## config.mk

```make
export PLATFORM = sky130hd
export DESIGN_NAME = frame_update_arbiter
export DESIGN_NICKNAME = d
export VERILOG_FILES = /design/src/rtl/frame_arb_pkg.sv /design/src/rtl/frame_update_arbiter_rr_picker.sv /design/src/rtl/frame_update_arbiter.sv
export SDC_FILE = /design/constraint.sdc
export NUM_CORES = 1
export LEC_CHECK = 0
export CAP_MARGIN = 30
export CELL_PAD_IN_SITES_DETAIL_PLACEMENT = 1
export CELL_PAD_IN_SITES_GLOBAL_PLACEMENT = 1
export CORE_MARGIN = 2
export CORE_UTILIZATION = 30
export CTS_CLUSTER_DIAMETER = 120
export CTS_CLUSTER_SIZE = 25
export DETAILED_ROUTE_END_ITERATION = 8
export GPL_TIMING_DRIVEN = 0
export PLACE_DENSITY_LB_ADDON = 0.1
export SYNTH_ARGS = -nofsm -noshare
export SYNTH_HDL_FRONTEND = slang
export SYNTH_SLANG_ARGS = --single-unit
```

## constraint.sdc

```tcl
create_clock -name pclk -period 5.1 [get_ports pclk]
set_input_delay 0.51 -clock pclk [delete_from_list [all_inputs] [get_ports pclk]]
set_output_delay 0.51 -clock pclk [all_outputs]
set_load 0.02 [all_outputs]
```

## src/rtl/frame_arb_pkg.sv

```systemverilog
// frame_arb_pkg
//   Shared types and defaults for the frame update arbiter.
//   - state_e      : arbiter states (ACTIVE = drawing, ARB = committing in vblank)
//   - DEF_XW/YW    : default coordinate widths, matching hcount/vcount
//   - DEF_XMAX/YMAX: largest on-screen coordinate for 800x600
//   - FRAME_CNT_W  : width of the free-running frame counter
package frame_arb_pkg;

  typedef enum logic {
    ACTIVE = 1'b0,
    ARB    = 1'b1
  } state_e;

  localparam int DEF_XW      = 11;
  localparam int DEF_YW      = 11;
  localparam int DEF_XMAX    = 799;
  localparam int DEF_YMAX    = 599;
  localparam int FRAME_CNT_W = 16;

endpackage

```

## src/rtl/frame_update_arbiter_rr_picker.sv

```systemverilog
// rr_picker
//   Combinational round-robin priority selector. Picks the first set bit of
//   eligible_i searching upward from ptr_i, wrapping at N.
//   Ports:
//     eligible_i [N]  : candidate vector
//     ptr_i      [IW] : index with highest priority this cycle
//     valid_o         : any candidate present
//     grant_o    [N]  : one-hot winner (zero when !valid_o)
//     idx_o      [IW] : binary winner index (zero when !valid_o)
module rr_picker #(
  parameter int N  = 4,
  parameter int IW = 2
) (
  input  logic [N-1:0]  eligible_i,
  input  logic [IW-1:0] ptr_i,
  output logic          valid_o,
  output logic [N-1:0]  grant_o,
  output logic [IW-1:0] idx_o
);

  always_comb begin
    int          s;
    logic [IW-1:0] j;
    valid_o = 1'b0;
    grant_o = '0;
    idx_o   = '0;
    s       = 0;
    j       = '0;
    // Walk from farthest to nearest so the nearest eligible index wins.
    for (int k = N - 1; k >= 0; k--) begin
      s = int'(ptr_i) + k;
      if (s >= N) s = s - N;
      j = IW'(s);
      if (eligible_i[j]) begin
        valid_o    = 1'b1;
        idx_o      = j;
        grant_o    = '0;
        grant_o[j] = 1'b1;
      end
    end
  end

endmodule

```

## src/rtl/frame_update_arbiter.sv

```systemverilog
// frame_update_arbiter
//   Owns the object-position registers read by the drawing stages. Requesters
//   post coordinates at any time; commits happen only during vertical
//   blanking, one requester per pclk, round-robin. Also produces a per-frame
//   tick and a 16-bit frame counter.
//   Build option: FRAME_ARB_CLAMP_EN clamps committed x/y to XMAX/YMAX.
//   Ports:
//     pclk, rst        : pixel clock, synchronous active-high reset
//     vblnk_in         : vertical blanking from the timing generator
//     req [N_REQ]      : update request, held until ack
//     x_in / y_in      : requested coordinates, slot i at [i*W +: W]
//     ack [N_REQ]      : one-cycle commit pulse
//     xpos_out/ypos_out: committed coordinates per slot
//     frame_tick       : one-cycle pulse at vblank start
//     frame_cnt        : frames since reset, wrapping
//     busy             : arbiter is in ARB
//
//   state  | meaning
//   ACTIVE | active video, positions frozen, waiting for vblank rising edge
//   ARB    | vertical blanking, one commit per cycle from pending requests
module frame_update_arbiter
  import frame_arb_pkg::*;
#(
  parameter int N_REQ = 4,
  parameter int XW    = DEF_XW,
  parameter int YW    = DEF_YW,
  parameter int XMAX  = DEF_XMAX,
  parameter int YMAX  = DEF_YMAX
) (
  input  logic                   pclk,
  input  logic                   rst,
  input  logic                   vblnk_in,
  input  logic [N_REQ-1:0]       req,
  input  logic [N_REQ*XW-1:0]    x_in,
  input  logic [N_REQ*YW-1:0]    y_in,
  output logic [N_REQ-1:0]       ack,
  output logic [N_REQ*XW-1:0]    xpos_out,
  output logic [N_REQ*YW-1:0]    ypos_out,
  output logic                   frame_tick,
  output logic [FRAME_CNT_W-1:0] frame_cnt,
  output logic                   busy
);

  localparam int IW = (N_REQ > 1) ? $clog2(N_REQ) : 1;

`ifdef FRAME_ARB_CLAMP_EN
  localparam bit CLAMP = 1'b1;
`else
  localparam bit CLAMP = 1'b0;
`endif

  state_e                 state_q, state_d;
  logic                   vblnk_q;
  logic                   armed_q;
  logic [IW-1:0]          rr_ptr_q, rr_ptr_d;
  logic [N_REQ-1:0]       ack_q, ack_d;
  logic                   frame_tick_q, frame_tick_d;
  logic [FRAME_CNT_W-1:0] frame_cnt_q, frame_cnt_d;
  logic [N_REQ*XW-1:0]    xpos_q, xpos_d;
  logic [N_REQ*YW-1:0]    ypos_q, ypos_d;

  logic                   vblnk_rise;
  logic [N_REQ-1:0]       eligible;
  logic                   pick_valid;
  logic [N_REQ-1:0]       pick_grant;
  logic [IW-1:0]          pick_idx;
  logic [XW-1:0]          x_sel, x_commit;
  logic [YW-1:0]          y_sel, y_commit;

  // vblnk_q is cleared by reset, so a reset inside vblank would otherwise look
  // like a fresh rising edge. armed_q only allows edges after a low sample.
  assign vblnk_rise = vblnk_in & ~vblnk_q & armed_q;

  // Masking the previous ack stops a regrant while the winner drops req.
  assign eligible = req & ~ack_q;

  rr_picker #(
    .N  (N_REQ),
    .IW (IW)
  ) u_picker (
    .eligible_i (eligible),
    .ptr_i      (rr_ptr_q),
    .valid_o    (pick_valid),
    .grant_o    (pick_grant),
    .idx_o      (pick_idx)
  );

  assign x_sel    = x_in[int'(pick_idx)*XW +: XW];
  assign y_sel    = y_in[int'(pick_idx)*YW +: YW];
  assign x_commit = (CLAMP && (x_sel > XW'(XMAX))) ? XW'(XMAX) : x_sel;
  assign y_commit = (CLAMP && (y_sel > YW'(YMAX))) ? YW'(YMAX) : y_sel;

  always_comb begin
    state_d      = state_q;
    rr_ptr_d     = rr_ptr_q;
    ack_d        = '0;
    frame_tick_d = 1'b0;
    frame_cnt_d  = frame_cnt_q;
    xpos_d       = xpos_q;
    ypos_d       = ypos_q;
    unique case (state_q)
      ACTIVE: begin
        if (vblnk_rise) begin
          state_d      = ARB;
          frame_tick_d = 1'b1;
          frame_cnt_d  = frame_cnt_q + FRAME_CNT_W'(1);
        end
      end
      ARB: begin
        if (!vblnk_in) begin
          state_d = ACTIVE;
        end else if (pick_valid) begin
          ack_d                            = pick_grant;
          xpos_d[int'(pick_idx)*XW +: XW]  = x_commit;
          ypos_d[int'(pick_idx)*YW +: YW]  = y_commit;
          rr_ptr_d = (pick_idx == IW'(N_REQ - 1)) ? '0 : pick_idx + IW'(1);
        end
      end
      default: state_d = ACTIVE;
    endcase
  end

  always_ff @(posedge pclk) begin
    if (rst) begin
      state_q      <= ACTIVE;
      vblnk_q      <= 1'b0;
      armed_q      <= 1'b0;
      rr_ptr_q     <= '0;
      ack_q        <= '0;
      frame_tick_q <= 1'b0;
      frame_cnt_q  <= '0;
      xpos_q       <= '0;
      ypos_q       <= '0;
    end else begin
      state_q      <= state_d;
      vblnk_q      <= vblnk_in;
      armed_q      <= armed_q | ~vblnk_in;
      rr_ptr_q     <= rr_ptr_d;
      ack_q        <= ack_d;
      frame_tick_q <= frame_tick_d;
      frame_cnt_q  <= frame_cnt_d;
      xpos_q       <= xpos_d;
      ypos_q       <= ypos_d;
    end
  end

  assign ack        = ack_q;
  assign xpos_out   = xpos_q;
  assign ypos_out   = ypos_q;
  assign frame_tick = frame_tick_q;
  assign frame_cnt  = frame_cnt_q;
  assign busy       = (state_q == ARB);

endmodule

```

==> impl_metrics.csv, run 1 <==
group,metric,value,unit
critical_path,path_class,"reg2reg",
logic_synthesis,synth_top_cell_area_share,47.3,%
cts,clock-root-buffer,"clkbuf_16",
critical_path,crit_fanout,11,
logic_synthesis,synth_common_cells,"dfxtp_1, nand2_1, o21ai_1",
power_and_ir_drop,vdd_drop_max,0.000199,V
timing,setup_violations,0,
layout,drive_gt1_share,8.23,%
logic_synthesis,seq_area_frac_synth,47.3,%
global_routing,grt_pass1_vias,4950,
logic_synthesis,synth_edf_count,0,
cts,clockBufferDepth,2,
floorplan,io_pins,205,
drt,vias,4661,
drt,avgRoutedWirePerCell,16.9,µm
layout,stdcell_count,969,
floorplan,start_util,30.5,%
logic_synthesis,ys.flop_type,"dfxtp_1",
global_routing,grt_util_all_layers,19.0,%
cts,clock_latency,0.42,ns
power_and_ir_drop,power.density,305,nW/µm²
critical_path,cp_slowest_cell,"dfxtp_1",
layout,fin_nets,845,
logic_synthesis,avgSynthCellArea,9.34,µm²
placed_design,gp_congestion,0.787,
logic_synthesis,async_flop_share,0,%
job,cap_viol_max_count,0,
cts,cts_sinks,114,
critical_path,required,5.45,ns
timing,fin_hold_ws,0.447,ns
power_and_ir_drop,p_switching,0.000565,W
critical_path,worstSetupStartpointType,"flip-flop",
cts,ctsResizeCount,0,
power_and_ir_drop,p_int,0.00180,W
placed_design,dp_slack,0.822,ns
power_and_ir_drop,p_clk_share,52.2,%
placed_design,dpl_cell_area,7140,µm²
power_and_ir_drop,seqPwrFrac,38.0,%
placed_design,port_buffers,204,
logic_synthesis,yosys-top-cells-area,"dfxtp_1, mux2i_1, nand2_1",
layout,diodes,0,
global_routing,antenna_found_initial,0,
global_routing,grt_max_degree,17,
logic_synthesis,ys_ff_latch,114,
layout,area_growth,60.7,%
cts,clkTransAtPathRegs,0.06,ns
timing,timing.final.ws_setup,1.08,ns
logic_synthesis,synthCells,517,
critical_path,slowest_delay,0.50,ns
cts,hold_buffers,0,
hold_path,hold_path.class,"reg2reg",
timing,finClkSkew,0.00876,ns
drt,drc,0,
timing,final.min_clock_period,4.02,ns
power_and_ir_drop,swShare,23.9,%
layout,design_area,7760,µm²
logic_synthesis,synth_nets,622,
timing,fmax,249,MHz
timing,final_hold_viol_count,0,
drt,ant_nets,0,
placed_design,dp_hpwl,12.6,mm
logic_synthesis,syn_area,4830,µm²
floorplan,core,15800,µm²
floorplan,die_area,17100,µm²
critical_path,path_buf_inv,4,
timing,drv_slew,0,
logic_synthesis,yosysMostFrequentCell,"dfxtp_1",
power_and_ir_drop,p_comb_share,9.8,%
cts,cts_buffers,17,
timing,rsz0062_at_grt,"no",
floorplan,rows,46,
drt,wirelength,16.3,mm
outcome,status,"complete, no violations",
cts,cts_tree,"done",
logic_synthesis,ys.warnings.count,0,
timing,worst_pin_slew,0.561,ns
timing,fin_crit_sh,78.8,%
drt,via_per_inst,4.81,
critical_path,path_delay_family,"compound AO/OA/AOI/OAI gates",
critical_path,worstPathCellList,"inv_2 > ha_1 > mux4_2 > a211oi_2 > o21a_2 > buf_2 > inv_1 > ha_1 > nor2_1 > and3_1 > nand2_1 > o32a_1 > buf_2 > o21ai_1",
timing,finalSetupTns,0,ns
critical_path,cp_data_arrival_time,4.37,ns
floorplan,chipHeight,131,µm
floorplan,fp.dieW,131,µm
cts,htree_levels,4,
drt,dr.pass1.iters,4,
logic_synthesis,synth_top_area_cell,"dfxtp_1",
global_routing,grt_pass1_wl,24.8,mm
timing,slew_headroom,62.6,%
power_and_ir_drop,power_leakage,2.73,nW
drt,first_iter_violations,128,
placed_design,placed_cells,937,
logic_synthesis,ys_types,50,
global_routing,overflow,0,
critical_path,cp-end-kind,"flip-flop",
cts,cts_setup_buffers,0,
## sequential cells by signal, summed over array words and instances, names as in the netlist
register / count
xpos_out: 44
ypos_out: 44
frame_cnt: 16
ack: 4
rr_ptr_q: 2
armed_q: 1
busy: 1
frame_tick: 1
vblnk_q: 1
## worst min-delay path, cell delays in order, from the launching register on
cell and delay (ns):
dfxtp_1 0.32, nand2_1 0.05, o31ai_1 0.05
## final cells by class
class | count | area (µm²)
Buffer | 30 | 154
Clock buffer | 18 | 439
Clock inverter | 14 | 178
Fill cell | 1796 | 8070
Inverter | 6 | 22.5
Multi-Input combinational cell | 367 | 2370
Sequential cell | 114 | 2280
Tap cell | 216 | 270
Timing Repair Buffer | 204 | 2040
## power groups by stage
stage	Combinational, W	Sequential (W)	Clock (W)
final	0.000233	0.000899	0.00123
after global placement	0.000229	0.000918	0
after floorplan	0.000111	0.000922	0
after detailed placement	0.000234	0.000919	0
after global routing	0.000252	0.000899	0.00130
after CTS	0.000236	0.000899	0.00126
## final timing paths
| kind | start | to | slack [ns] | depth (start not counted) |
|---|---|---|---|---|
| worst max-delay path | rr_ptr_q[1] | xpos_out[27] | 1.08 | 14 |
| worst min-delay path | ypos_out[10] | ypos_out[10] | 0.45 | 2 |
| worst max register to register | rr_ptr_q[1] | xpos_out[27] | 1.08 | 14 |
| worst min register to register | ypos_out[10] | ypos_out[10] | 0.45 | 2 |
## cells by family after synthesis
| family | count (synthesis) | synth area share (%) |
|---|---|---|
| DFF | 114 | 47.3 |
| adders and majority gates | 10 | 2.59 |
| AOI/OAI and AO/OA | 127 | 16.0 |
| buffers and inverters | 36 | 3.65 |
| and+or+nand+nor | 166 | 15.9 |
| muxes | 53 | 12.5 |
| xor gates and xnor gates | 11 | 2.00 |
## placed cells by master, fill, tap and decap left out, drive strengths merged, types with 2 or more instances in the layout
master	instances
nor2b	6
dfxtp	114
and3b	2
nand3	4
nand4	4
nor3	2
clkdlybuf4s50	204
nor2	21
and3	3
a21oi	12
o21ai	71
a211oi	5
ha	10
mux2i	47
nor4	2
or3b	2
nand2	100
o31ai	22
buf	18
a221oi	3
o211ai	2
nor4bb	2
clkinv	4
o2111ai	2
mux4	6
or3	4
xnor2	5
a2bb2oi	2
and4	2
nand2b	6
xor2	6
nor3b	2
inv	9
clkbuf	30
clkinvlp	4
bufinv	3
## metrics by stage
| step | util, % | total power [W] |
|---|---|---|
| 2_1_floorplan | - | 0.00103 |
| 3_5_place_dp | 45.1 | 0.00115 |
| 5_1_grt | 49.0 | 0.00245 |
| 4_1_cts | 49.0 | 0.00240 |
| 6_report | 49.0 | 0.00237 |
| 3_3_place_gp | 45.1 | 0.00115 |
## routing by layer
layer | wire length (µm) | GRT usage [%] | vias up
li1 | - | - | 2279
met1 | 6650 | 21.0 | 2220
met2 | 8090 | 33.1 | 143
met3 | 1350 | 7.25 | 19
met4 | 259 | 7.32 | 0
met5 | 0 | 0 | -
Power figures use the tool's default switching activity.
==> run 2, diff against run 1 <==
- CORE_UTILIZATION: 30 -> 28
- clock period: 5.1 -> 3.45 ns (I/O delays scaled with it)
==> run 2 against run 1 <==
Effect of this change: die area increased by 6.9%; core utilization fell by 2.7 points; non-clock buffer count grew 6; flip-flop and latch count did not move; hold slack lost 0.0048 ns; sequential power rose by 48%; largest cell class unchanged.
==> impl_metrics.csv, run 2 (synthesized netlist as in run 1, its figures left out) <==
group,metric,value,unit
critical_path,crit_fanout,11,
global_routing,met2_usage,31.0,%
drt,dr.pass1.iters,4,
critical_path,r2r_cells,15,
drt,drc,0,
drt,wirelength,16.6,mm
global_routing,antenna_found_initial,0,
global_routing,grt_util_met3,6.21,%
cts,htree_levels,4,
drt,vias,4680,
critical_path,crit_end,"xpos_out[24]",
global_routing,met1_usage,20.7,%
cts,cts_tree,"done",
timing,final.min_clock_period,3.30,ns
floorplan,chipHeight,135,µm
critical_path,worstSetupStartpointType,"flip-flop",
layout,multi_input_area,2420,µm²
timing,fin_crit_sh,95.5,%
global_routing,grt_pass1_vias,4971,
power_and_ir_drop,power.density,437,nW/µm²
critical_path,path_class,"reg2reg",
cts,hold_buffers,0,
layout,fin_nets,851,
critical_path,worstSetupStartpoint,"rr_ptr_q[0]",
floorplan,rows,48,
layout,nFillCells,1906,
placed_design,port_buffers,204,
timing,drv_slew,0,
power_and_ir_drop,power_leakage,2.79,nW
global_routing,grt_pass1_wl,25.7,mm
outcome,status,"complete, no violations",
timing,finClkSkew,0.00876,ns
placed_design,dp_hpwl,12.4,mm
drt,first_iter_violations,122,
timing,fmax,303,MHz
layout,diodes,0,
cts,clock_latency,0.41,ns
global_routing,grt_max_degree,21,
cts,clock-root-buffer,"clkbuf_16",
drt,via_per_inst,4.77,
floorplan,fp.dieW,135,µm
layout,drive_gt1_share,10.0,%
cts,cts_buffers,17,
critical_path,r2r_slack,0.15,ns
timing,slew_headroom,65.4,%
critical_path,required,3.79,ns
power_and_ir_drop,vdd_drop_max,0.000318,V
global_routing,grt-busiest-layer,"met2",
placed_design,dpl_cell_area,7150,µm²
floorplan,start_util,28.3,%
timing,final_hold_viol_count,0,
layout,layout_common_cells,"clkdlybuf4s50_1, dfxtp_1, nand2_1",
floorplan,die_area,18300,µm²
cts,clkTransAtPathRegs,0.05,ns
job,cap_viol_max_count,0,
hold_path,hold_path.class,"reg2reg",
critical_path,cp-end-kind,"flip-flop",
cts,cts_sinks,114,
placed_design,gp_congestion,0.765,
global_routing,grt_util_all_layers,18.1,%
critical_path,r2r_start,"rr_ptr_q[0]",
timing,worst_pin_slew,0.506,ns
layout,area_growth,63.6,%
layout,design_area,7900,µm²
layout,seq_area,2280,µm²
floorplan,io_pins,205,
floorplan,core,17100,µm²
drt,avgRoutedWirePerCell,16.9,µm
critical_path,cp_data_arrival_time,3.64,ns
drt,ant_nets,0,
cts,clockBufferDepth,2,
timing,setup_violations,0,
critical_path,reg2reg_to,"xpos_out[24]",
global_routing,overflow,0,
layout,final_common_cell,"clkdlybuf4s50_1",
timing,finalSetupTns,0,ns
==> run 2: cell types whose count changed in the layout (fill, tap and decap cells not counted), moves of 3 or more <==
cell | previous run | this run
buf_2 | 12 | 9
buf_4 | 5 | 10
buf_6 | 1 | 4
clkbuf_1 | 12 | 9
inv_6 | 3 | 0
clkinv_2 | 1 | 5
==> run 2: how the worst min path moves through the flow <==
stage          cells past startpoint    startpoint  slack (ns)      endpoint
3_5_place_dp                       2  ypos_out[10]        0.44  ypos_out[10]
3_3_place_gp                       2       armed_q        0.43       armed_q
5_1_grt                            2  ypos_out[31]        0.46  ypos_out[31]
4_1_cts                            2  ypos_out[28]        0.45  ypos_out[28]
6_report                           2  ypos_out[28]        0.44  ypos_out[28]
2_1_floorplan                      2       armed_q        0.43       armed_q
==> run 2: through the flow <==
stage / total power, W / worst slack, ns / utilization, % / std cells / hold WS [ns]
2_1_floorplan: 0.00153 / 0.187 / - / 517 / 0.425
3_3_place_gp: 0.00170 / -0.564 / 41.9 / 946 / 0.434
3_5_place_dp: 0.00171 / -0.669 / 41.9 / 946 / 0.441
4_1_cts: 0.00348 / 0.000324 / 45.7 / 979 / 0.449
5_1_grt: 0.00358 / -0.0422 / 46.3 / 982 / 0.460
6_report: 0.00345 / 0.155 / 46.3 / 982 / 0.442
==> run 2: repair_timing <==
action                                  CTS  global route
buffers inserted                          4             2
endpoints found under the setup margin   88            83
cloned                                    0             1
resized for setup                        11            22
pin swaps                                 3             4
==> run 2: per-layer routing <==
metal  up-vias  wire length, µm
met1      2212             7030
met3        23             1320
met5         -                0
met4         0              326
met2       154             7960
li1       2291                -
==> run 2: power breakdown <==
part | internal [W] | total (W) | switching [W] | leakage (nW)
Clock | 0.00114 | 0.00175 | 0.000608 | 0.284
Sequential | 0.00132 | 0.00133 | 0.00000515 | 0.920
Combinational | 0.000199 | 0.000373 | 0.000174 | 1.58
Total | 0.00266 | 0.00345 | 0.000787 | 2.79
==> run 2: area by class of cell <==
| type | count | share of cell area, % |
|---|---|---|
| timing repair buffer | 211 | 26.5 |
| buffer | 29 | 2.61 |
| inverter | 6 | 0.317 |
| clock buffer | 19 | 5.61 |
| clock inverter | 11 | 1.76 |
| tap | 225 | 3.57 |
| sequential | 114 | 28.9 |
| multi-input combinational | 367 | 30.7 |
==> run 2: worst max-delay path: stages, from the launching register on <==
cell      delay, ns
dfxtp_2        0.35
buf_6          0.16
inv_4          0.07
ha_4           0.31
mux4_2         0.35
a211oi_4       0.29
o21a_4         0.19
buf_8          0.14
inv_1          0.08
ha_2           0.20
nor2_2         0.11
and3_1         0.18
nand2_1        0.07
o32a_4         0.40
buf_2          0.18
o21ai_1        0.14
